$ cat config.mk
export PLATFORM = sky130hd
export DESIGN_NAME = bit_serial_alu_ctrl
export DESIGN_NICKNAME = d
export VERILOG_FILES = /design/src/rtl/alu_pkg.sv /design/src/rtl/alu_bit_slice.sv /design/src/rtl/bit_serial_alu_ctrl.sv
export SDC_FILE = /design/constraint.sdc
export NUM_CORES = 1
export LEC_CHECK = 0
export CELL_PAD_IN_SITES_DETAIL_PLACEMENT = 2
export CELL_PAD_IN_SITES_GLOBAL_PLACEMENT = 2
export CORE_AREA = 2 2 117 73
export CTS_CLUSTER_DIAMETER = 120
export DETAILED_ROUTE_END_ITERATION = 8
export DIE_AREA = 0 0 119 75
export PLACE_DENSITY_LB_ADDON = 0.05
export SLEW_MARGIN = 20
export SYNTH_ARGS = -nofsm -noshare
export SYNTH_HDL_FRONTEND = slang
export SYNTH_SLANG_ARGS = --single-unit
$ cat constraint.sdc
create_clock -name clk -period 1.9 [get_ports clk]
set_input_delay 0.19 -clock clk [delete_from_list [all_inputs] [get_ports clk]]
set_output_delay 0.19 -clock clk [all_outputs]
set_load 0.01 [all_outputs]
$ cat src/rtl/alu_pkg.sv
// alu_pkg: op codes, controller states and op-class helpers shared by the serial ALU.
package alu_pkg;
   localparam logic [3:0] OP_AND = 4'b0000;
   localparam logic [3:0] OP_OR  = 4'b0001;
   localparam logic [3:0] OP_ADD = 4'b0010;
   localparam logic [3:0] OP_XOR = 4'b0100;
   localparam logic [3:0] OP_SUB = 4'b0110;
   localparam logic [3:0] OP_SLT = 4'b0111;
   localparam logic [3:0] OP_NOR = 4'b1100;

   typedef enum logic [1:0] {ST_IDLE, ST_RUN, ST_DONE} state_t;

   function automatic logic is_arith(input logic [3:0] op);
      return op == OP_ADD || op == OP_SUB || op == OP_SLT;
   endfunction

   function automatic logic is_legal(input logic [3:0] op);
      return is_arith(op) || op == OP_AND || op == OP_OR || op == OP_XOR || op == OP_NOR;
   endfunction
endpackage

$ cat src/rtl/alu_bit_slice.sv
// alu_bit_slice: one-bit ALU; SUB inverts b, unsupported ops yield 0 with no carry.
module alu_bit_slice
   import alu_pkg::*;
(
   input  logic [3:0] op,
   input  logic       a,
   input  logic       b,
   input  logic       cin,
   output logic       r,
   output logic       cout
);
   logic bx, add_sub;
   always_comb begin
      bx = (op == OP_SUB) ? ~b : b;
      add_sub = op == OP_ADD || op == OP_SUB;
      r = (op == OP_AND) ? (a & b) :
          (op == OP_OR)  ? (a | b) :
          (op == OP_XOR) ? (a ^ b) :
          (op == OP_NOR) ? ~(a | b) :
          add_sub        ? (a ^ bx ^ cin) : 1'b0;
      cout = add_sub & ((a & bx) | (cin & (a ^ bx)));
   end
endmodule

$ cat src/rtl/bit_serial_alu_ctrl.sv
// bit_serial_alu_ctrl: streams latched operands LSB-first through one alu_bit_slice
// and presents the word result and flags behind a valid/ready handshake.
module bit_serial_alu_ctrl
   import alu_pkg::*;
#(
   parameter  int WIDTH = 8,
   localparam int CNT_W = $clog2(WIDTH)
) (
   input  logic             clk,
   input  logic             rst_n,
   input  logic             in_valid,
   output logic             in_ready,
   input  logic [3:0]       op,
   input  logic [WIDTH-1:0] a,
   input  logic [WIDTH-1:0] b,
   output logic             out_valid,
   input  logic             out_ready,
   output logic [WIDTH-1:0] result,
   output logic             carry_out,
   output logic             overflow,
   output logic             zero,
   output logic             illegal_op
);
   state_t state, state_d;
   logic [WIDTH-1:0] sa, sb, sr, res_w;
   logic [3:0] op_r, slice_op;
   logic [CNT_W-1:0] cnt;
   logic carry, r, cout, last, arith, ovf;

   // SLT runs as a subtraction; its result is derived from the sign at the end
   assign slice_op = (op_r == OP_SLT) ? OP_SUB : op_r;

   alu_bit_slice u_slice (
      .op  (slice_op),
      .a   (sa[0]),
      .b   (sb[0]),
      .cin (carry),
      .r   (r),
      .cout(cout)
   );

   always_comb begin
      arith = is_arith(op_r);
      last = cnt == CNT_W'(WIDTH - 1);
      // on the last bit, carry still holds the MSB carry-in
      ovf = arith & (carry ^ cout);
      res_w = (op_r == OP_SLT) ? {{(WIDTH-1){1'b0}}, r ^ ovf} : {r, sr[WIDTH-1:1]};
      in_ready = state == ST_IDLE;
      out_valid = state == ST_DONE;
      state_d = (state == ST_IDLE && in_valid)  ? ST_RUN  :
                (state == ST_RUN  && last)      ? ST_DONE :
                (state == ST_DONE && out_ready) ? ST_IDLE : state;
   end

   always_ff @(posedge clk) begin
      if (!rst_n) begin
         state      <= ST_IDLE;
         sa         <= '0;
         sb         <= '0;
         sr         <= '0;
         op_r       <= '0;
         cnt        <= '0;
         carry      <= 1'b0;
         result     <= '0;
         carry_out  <= 1'b0;
         overflow   <= 1'b0;
         zero       <= 1'b0;
         illegal_op <= 1'b0;
      end else begin
         state <= state_d;
         if (state == ST_IDLE && in_valid) begin
            sa    <= a;
            sb    <= b;
            sr    <= '0;
            op_r  <= op;
            cnt   <= '0;
            carry <= op == OP_SUB || op == OP_SLT;
         end else if (state == ST_RUN) begin
            sa    <= sa >> 1;
            sb    <= sb >> 1;
            sr    <= {r, sr[WIDTH-1:1]};
            carry <= arith & cout;
            cnt   <= cnt + CNT_W'(1);
            if (last) begin
               result     <= res_w;
               carry_out  <= arith & cout;
               overflow   <= ovf;
               zero       <= res_w == '0;
               illegal_op <= !is_legal(op_r);
            end
         end
      end
   end
endmodule

---- Word-level counts from Yosys, hierarchy flattened ----
Cells that the tools add are included.
W data, S select, Z words.
word-level totals
  register bits ........................... 46
  output and inout port bits .............. 14
  bits of input ports ..................... 24
cells by class
  muxes and demuxes ....................... 17
  reductions and logical operators ........ 21
  bitwise logic cells ..................... 17
  $add $sub $neg .......................... 1
  eq/ne operators ......................... 16
operators with widths
  operator               count
  $mux W8                5
  $eq A4 B3 Y1 const B   7
  $mux W1                9
  $eq A4 B1 Y1 const B   2
  $eq A4 B2 Y1 const B   2
  $eq A4 B4 Y1 const B   2
  $logic_not A4 Y1       2
  $logic_not A8 Y1       1
  $logic_or A1 B1 Y1     8
  $and A1 B1 Y1          6
  $xor A1 B1 Y1          5
  $mux W2                2
  $mux W4                1
  $not A1 Y1             4
  $reduce_bool A2 Y1     2
  $add A3 B1 Y3 const B  1
  $eq A3 B3 Y1 const B   1
  $logic_and A1 B1 Y1    3
  $reduce_and A3 Y1      1
  $reduce_bool A3 Y1     1
  $eq A2 B1 Y1 const B   1
  $eq A2 B2 Y1 const B   1
  $logic_not A2 Y1       1
  $or A1 B1 Y1           2
  2 further kinds        2

---- Logic depth before layout (Yosys ltp) ----
Gate-level depths: netlist of the first run.
  word-level depth ........................ 14
  depth in mapped cells ................... 10
  depth with buffers taken out ............ 9

---- Hierarchy ----
A second synthesis of the first run with hierarchy kept.
unflattened totals
  cell total of the unflattened synthesis .. 242
  area total of the unflattened synthesis .. 2143.3 sq um
modules (own cells, without submodules)
  module               area an instance (sq um)  cells an instance  times used
  bit_serial_alu_ctrl  1994.4                    224                1
  alu_bit_slice        148.9                     18                 1

---- Worst setup path after synthesis of the first run ----
Ideal clock, no wire load.
  path kind ............................... reg2reg
  from .................................... reg op_r[3]
  to ...................................... reg zero
  arrival ................................. 1998 ps
  stages on the path, launching flop included .. 9
  required time ........................... 1826 ps
  path slack .............................. -172 ps
  path through ............................ dfxtp_1 -> nand2b_1 -> nor2_1 -> xnor2_1 -> fa_1 -> nor3_1 -> o32a_2 -> or3_1 -> a31oi_1
between the ends
  longest elaborated chain between the ends .. 14
  elaborated cells between the ends (all ways) .. 30
  classes of those cells .................. eq/ne: 8; mux: 8; bitwise: 9; reduce/logical: 5
RTL lines
  element                 RTL line                                                             text
  start, declared         bit_serial_alu_ctrl.sv:26                                            logic [3:0] op_r, slice_op;
  start signal, assigned  bit_serial_alu_ctrl.sv:75                                            op_r <= op;
  $eq A4 B3 Y1            alu_pkg.sv:14, bit_serial_alu_ctrl.sv:31, bit_serial_alu_ctrl.sv:47
  $mux W4                 bit_serial_alu_ctrl.sv:31                                            assign slice_op = (op_r == OP_SLT) ? OP_SUB : op_r;
  $eq A4 B3 Y1            alu_bit_slice.sv:14, alu_bit_slice.sv:15
  $mux W1                 alu_bit_slice.sv:14                                                  bx = (op == OP_SUB) ? ~b : b;
  $xor A1 B1 Y1           alu_bit_slice.sv:20, alu_bit_slice.sv:21
  $xor A1 B1 Y1           alu_bit_slice.sv:20                                                  add_sub ? (a ^ bx ^ cin) : 1'b0;
  $mux W1                 alu_bit_slice.sv:20
  $mux W1                 alu_bit_slice.sv:19                                                  (op == OP_NOR) ? ~(a | b) :
  $mux W1                 alu_bit_slice.sv:18                                                  (op == OP_XOR) ? (a ^ b) :
  $mux W1                 alu_bit_slice.sv:17                                                  (op == OP_OR) ? (a | b) :
  $mux W1                 alu_bit_slice.sv:16                                                  r = (op == OP_AND) ? (a & b) :
  $xor A1 B1 Y1           bit_serial_alu_ctrl.sv:47                                            res_w = (op_r == OP_SLT) ? {{(WIDTH-1){1'b0}}, r ^ ovf} : {r, sr[WIDTH-1:1]};
  $mux W8 *               bit_serial_alu_ctrl.sv:47
  $logic_not A8 Y1 *      bit_serial_alu_ctrl.sv:88                                            zero <= res_w == '0;
  end signal, assigned    bit_serial_alu_ctrl.sv:67                                            zero <= 1'b0;
  end signal, assigned    bit_serial_alu_ctrl.sv:88
  end, declared           bit_serial_alu_ctrl.sv:21                                            output logic zero,
Every way passes the cells marked *; elsewhere a longest branch is shown, timed or not.
A chain may end at the register's enable or synchronous reset.

---- Worst setup path in the final report of the first run ----
Ends and elaborated chain as after synthesis.

==> impl_results.md, run 1 <==
- Remaining routing DRC violations: 0
- Worst-path maximum fanout: 5
- Share of layout cells above drive strength 1: 14.6%
- Synthesis-to-layout area growth: 41.9%
- Hold Path Class: in -> reg
- DP HPWL: 4.42 mm
- Vias in the first global route: 1859
- PD cells: 808 nW/µm²
- Post-layout util: 35.0%
- I/O pin count: 38
- Synth top area share: 46.9%
- #FFs+latches synth: 45
- Max H-tree Level: 2
- Max-cap check violation count: 0
- Synthesized area: 1920 µm²
- DR vias/cell: 4.66
- Period utilization: 105%
- Status: complete, but fails checks
- Initial Util: 24.6%
- Transition time of the tightest slew-check pin: 0.646 ns
- Nets@finish: 310
- Flop2flop setup slack: -0.09 ns
- Largest area contributor in the netlist: dfxtp_1
- Final WL: 6.06 mm
- CTS buffer count: 5
- Sequential share of the synthesized area: 46.9%
- Critical path class: reg -> reg
- Number of DRC markers in iteration 0: 93
- Reg2reg end: zero$_SDFFE_PN0P_
- Register clock-pin slew on the reported worst setup and hold paths: 0.06 ns
- Wire length per cell: 15.6 µm
- Initial antenna violation count: 0
- First-pass DRT Iterations: 3
- Max VDD drop: 0.000274 V
- Die Y: 75 µm
- Via count: 1813
- Area after DPL: 2520 µm²
- CTS tree: yes
- Slew Viols, Final: 0
- # clock sinks: 45
- Post-layout instance area: 2720 µm²
- Clock root cell: clkbuf_16
- Fmax: 501 MHz
- Crit path to: zero$_SDFFE_PN0P_
- Mean Syn Cell Area: 8.24 µm²
- Fin Clk Skew: 0.00318 ns
- Critical Path RT: 2.11 ns
- Leakage power: 0.960 nW
- # setup viols final: 3
- Placer Congestion: 0.715
- Startpoint types: register
- Antenna diodes: 0
- Clk buf depth: 2
- CP Data Arrival Time: 2.20 ns
- RSZ-0062 raised after global routing: true
- Mapped Cells: 233
- EDFF count, synth: 0
- Hold Fails Final Rpt: 0
- Synth warnings: 0
- Worst-skew pair later-pin latency: 0.29 ns
- Post-DRT Antenna Nets: 0
- Slew margin rel.: 56.9%
- Syn Nets: 262
- Layout fillers: 884
- Count leader, synth: nand2_1
- Largest cells by area after synthesis: dfxtp_1 (47%), nand2_1 (9.6%), a21oi_1 (8.6%)
- Most instantiated cells after synthesis: nand2_1 (49), dfxtp_1 (45), a21oi_1 (33)
- Total global-route track usage: 14.6%
- CP startpoint: op_r[3]$_SDFFE_PN0P_
- Reg-to-Reg Start: op_r[3]$_SDFFE_PN0P_
- Die ar.: 8930 µm²
- Asr flop ratio synth: 0%
- Num rows: 25
- Global-route wire length before repair: 9.93 mm
- Setup crit end kind: register
- PortBufs: 37
- Synth unique cells: 32
- Violated checks: setup timing
- Hold depth: 3
- Grt ovf: 0
- Final worst slack: -0.0948 ns
- Final min period: 1.99 ns
- Area of the core: 7790 µm²
- Worst r2r path cells: 8
- Largest net degree at the start of global routing: 34
- Leading register cell type out of synthesis: dfxtp_1
- Chip width: 119 µm
-- worst max-delay path: stages, from the launching register on --
cell      delay, ns
dfxtp_4        0.34
nand2b_4       0.14
nor2_4         0.09
xnor2_2        0.07
fa_2           0.53
nor3_2         0.05
o32a_4         0.22
or3_1          0.33
a31oi_1        0.15
-- repair_timing --
action / 4_1_cts / 5_1_grt
pin swaps: 5 / 1
gates resized for setup: 4 / 9
setup endpoints to repair: 6 / 20
setup buffers: 1 / 0
hold buffers: 0 / 0
-- power breakdown --
part | internal [mW] | switching [mW]
logic | 0.155 | 0.165
registers | 0.979 | 0.0258
clock network | 0.517 | 0.359
total | 1.65 | 0.550
-- layout by cell type, fill, tap and decap left out, drive strengths merged, types with 2 or more instances in the layout --
| cell | n |
|---|---|
| nand2b | 3 |
| clkbuf | 7 |
| inv | 8 |
| nand3 | 3 |
| ha | 4 |
| nor2 | 16 |
| o21ai | 3 |
| clkdlybuf4s50 | 37 |
| a21oi | 33 |
| nand2 | 49 |
| a31oi | 5 |
| dfxtp | 45 |
| and2 | 2 |
| nor2b | 2 |
| buf | 18 |
| nor3 | 6 |
| xnor2 | 5 |
| a22oi | 22 |
-- worst min-delay path by stage --
stage / from / endpoint
6_report: a[7] / sa[7]$_SDFFE_PN0P_
5_1_grt: op[0] / op_r[0]$_SDFFE_PN0P_
4_1_cts: a[7] / sa[7]$_SDFFE_PN0P_
3_5_place_dp: sa[5]$_SDFFE_PN0P_ / sa[5]$_SDFFE_PN0P_
3_3_place_gp: sb[4]$_SDFFE_PN0P_ / sb[4]$_SDFFE_PN0P_
2_1_floorplan: op[3] / op_r[3]$_SDFFE_PN0P_
-- registers in the layout (all words and copies together), names as in the netlist, 2 cells and up --
signal	cells
sa	8
state	2
result	8
cnt	3
sr	7
op_r	4
sb	8
-- layout make-up --
cell class                 count  area (µm²)  share of cell area (%)
clock buffer                   7         143                    5.24
inverter                       8        30.0                    1.10
multi-input combinational    166         990                    36.4
sequential                    45         907                    33.3
tap                          108         135                    4.96
timing repair buffer          55         518                    19.0
-- cells by family after synthesis --
family / share of synthesized area [%]
flip-flops: 46.9
XOR/XNOR: 2.74
AO/OA/AOI/OAI: 21.9
buffers and inverters: 4.95
AND/OR/NAND/NOR: 19.8
adder cells (fa/ha/maj): 3.65
-- metal layers --
metal  share of wire [%]  GRT usage (%)
met1                  56           21.8
met3                 3.2           3.94
met5                   0              0
met4                0.92           4.76
met2                  40           20.2
-- per-stage QoR --
step | setup WS (ns) | instances | hold WS (ns) | TNS (ns) | total power, mW
6_report | -0.0948 | 389 | 0.448 | -0.116 | 2.20
5_1_grt | -0.155 | 389 | 0.477 | -0.390 | 2.32
4_1_cts | -0.0649 | 389 | 0.446 | -0.149 | 2.23
3_5_place_dp | -0.108 | 381 | 0.452 | -0.585 | 1.32
3_3_place_gp | -0.0588 | 381 | 0.447 | -0.217 | 1.32
2_1_floorplan | -0.0276 | 233 | 0.316 | -0.0486 | 1.18
Note: power is estimated with default switching activity, not from simulation.
==> inputs of run 2 (changes only) <==
==> constraint.sdc (replaced) <==
create_clock -name clk -period 1.7 [get_ports clk]
set_input_delay 0.17 -clock clk [delete_from_list [all_inputs] [get_ports clk]]
set_output_delay 0.17 -clock clk [all_outputs]
set_load 0.01 [all_outputs]
==> run 2 against run 1 <==
The run still ends with setup timing left. Maximum frequency rose by 0.72%. Sequential share of layout area shrank 0.85 points. Clock skew rose by 0.0029 ns. Critical path type unchanged. Largest cell class unchanged. Highest routed layer unchanged.
==> impl_results.md, run 2 (same netlist as run 1, synthesis figures left out) <==
- Status: complete, but fails checks
- Violated checks: setup timing
- Grt ovf: 0
- Critical Path Most Common Cell: buf_4
- Worst path slowest cell: fa_2
- Critical Path RT: 1.88 ns
- Post-layout instance area: 2790 µm²
- Worst path cell trace: nand2b_4 > nor2_4 > xnor2_2 > fa_2 > nor3_2 > o32a_2 > buf_4 > buf_4 > a22oi_2 > nor2_1
- # clock sinks: 45
- Area of the core: 7790 µm²
- Setup TNS Final: -1.25 ns
- Most frequent cells in the layout: nand2_1 (48), dfxtp_1 (43), clkdlybuf4s50_1 (37)
- CP bufs+invs: 2
- Chip width: 119 µm
- Max-cap check violation count: 0
- Share of layout cells above drive strength 1: 16.9%
- First-pass DRT Iterations: 4
- Max VDD drop: 0.000325 V
- NetSw: 630 µW
- Internal: 1.91 mW
- Die ar.: 8930 µm²
- Largest net degree at the start of global routing: 34
- CTS tree: yes
- Worst path depth: 10
- # setup viols final: 6
- Largest regs: result x8, sa x8, sb x8
- Worst r2r path cells: 10
- Hold Path Class: in -> reg
- Worst-skew pair later-pin latency: 0.29 ns
- Area after DPL: 2560 µm²
- Initial Util: 24.6%
- Slew Viols, Final: 0
- Setup crit end kind: register
- DR vias/cell: 4.67
- Transition time of the tightest slew-check pin: 0.491 ns
- PD cells: 911 nW/µm²
- Switching Fraction: 24.8%
- Slew margin rel.: 67.2%
- Comb pwr share: 15.2%
- Max H-tree Level: 2
- Global-route wire length before repair: 9.95 mm
- Total power: 2.54 mW
- Hold buffer count at CTS: 0
- Reg2reg end: result[7]$_SDFFE_PN0P_
- Fin Clk Skew: 0.00604 ns
- Num rows: 25
- Clk buf depth: 2
- Placer Congestion: 0.740
- Final min period: 1.98 ns
- Largest delay share family, worst path: adder cells
- Post-DRT Antenna Nets: 0
- Remaining routing DRC violations: 0
- Initial antenna violation count: 0
- Hold Fails Final Rpt: 0
- I/O pin count: 38
- Most common cell after layout, fill and taps aside: nand2_1
- Hold depth: 3
- Register clock-pin slew on the reported worst setup and hold paths: 0.07 ns
- Critical path class: reg -> reg
- Flop2flop setup slack: -0.28 ns
- Max stage delay on crit path: 0.54 ns
- Number of DRC markers in iteration 0: 99
- PortBufs: 37
- Clock network fraction of total power: 40.7%
- Layout fillers: 889
- Final worst slack: -0.281 ns
- Clock root cell: clkbuf_16
- Fmax: 505 MHz
- DP HPWL: 4.56 mm
- Startpoint types: register
- Vias in the first global route: 1820
- Worst-path maximum fanout: 4
- Total global-route track usage: 14.8%
- Period utilization: 117%
- RSZ-0062 raised after global routing: true
- Wire length per cell: 15.9 µm
- Nets@finish: 318
- Synthesis-to-layout area growth: 45.4%
- Die Y: 75 µm
- Final WL: 6.34 mm
- Via count: 1858
- CTS buffer count: 5
- Reg-to-Reg Start: op_r[3]$_SDFFE_PN0P_
- Antenna diodes: 0
- Hold_sp: a[7]
- Part of the power in registers: 44.2%
- CP Data Arrival Time: 2.16 ns
- Leakage power: 1.00 nW
- Hold Crit Endpoint: sa[7]$_SDFFE_PN0P_
==> run 2: worst min-delay path, cell delays in order <==
cell	delay (ns)
clkdlybuf4s50_1	0.40
nand2_1	0.06
a21oi_1	0.05
==> run 2: timing repair <==
| item | CTS | global route |
|---|---|---|
| setup buffers | 2 | 1 |
| pin swaps | 3 | 3 |
| endpoints found under the setup margin | 7 | 7 |
| resized for setup | 4 | 6 |
==> run 2: worst max-delay path by stage <==
stage | from | to
after floorplan | op_r[3]$_SDFFE_PN0P_ | result[0]$_SDFFE_PN0P_
after global placement | op_r[3]$_SDFFE_PN0P_ | zero$_SDFFE_PN0P_
after detailed placement | op_r[3]$_SDFFE_PN0P_ | zero$_SDFFE_PN0P_
after CTS | op_r[3]$_SDFFE_PN0P_ | zero$_SDFFE_PN0P_
after global routing | op_r[3]$_SDFFE_PN0P_ | result[0]$_SDFFE_PN0P_
final | op_r[3]$_SDFFE_PN0P_ | result[7]$_SDFFE_PN0P_
==> run 2: final cells by class <==
cell class	count	area (µm²)	share of cell area, %
Inverter	8	30.0	1.08
Timing Repair Buffer	63	582	20.9
Multi-Input combinational cell	166	980	35.1
Tap cell	108	135	4.84
Sequential cell	45	906	32.5
Clock buffer	7	153	5.47
Clock inverter	1	5.00	0.179
==> run 2: per-stage QoR <==
step	worst slack, ns	hold WS, ns	utilization [%]	cells
3_3_place_gp	-0.244	0.448	32.9	387
2_1_floorplan	-0.228	0.296	-	233
3_5_place_dp	-0.292	0.451	32.9	387
6_report	-0.281	0.439	35.8	398
4_1_cts	-0.292	0.435	35.4	397
5_1_grt	-0.347	0.459	35.8	398
==> run 2: power by group through the flow <==
stage | Sequential (mW) | Clock [mW] | Combinational (mW)
floorplan | 1.14 | 0 | 0.182
global placement | 1.14 | 0 | 0.348
detailed placement | 1.14 | 0 | 0.353
CTS | 1.12 | 1.06 | 0.371
global route | 1.13 | 1.12 | 0.428
finish | 1.12 | 1.03 | 0.385
==> run 2: metal layers <==
layer | vias up | global-route usage [%] | part of all wire [%]
li1 | 916 | - | -
met4 | 0 | 4.37 | 0.90
met5 | - | 0 | 0
met3 | 7 | 3.86 | 3.3
met2 | 25 | 22.3 | 43
met1 | 910 | 21.0 | 53
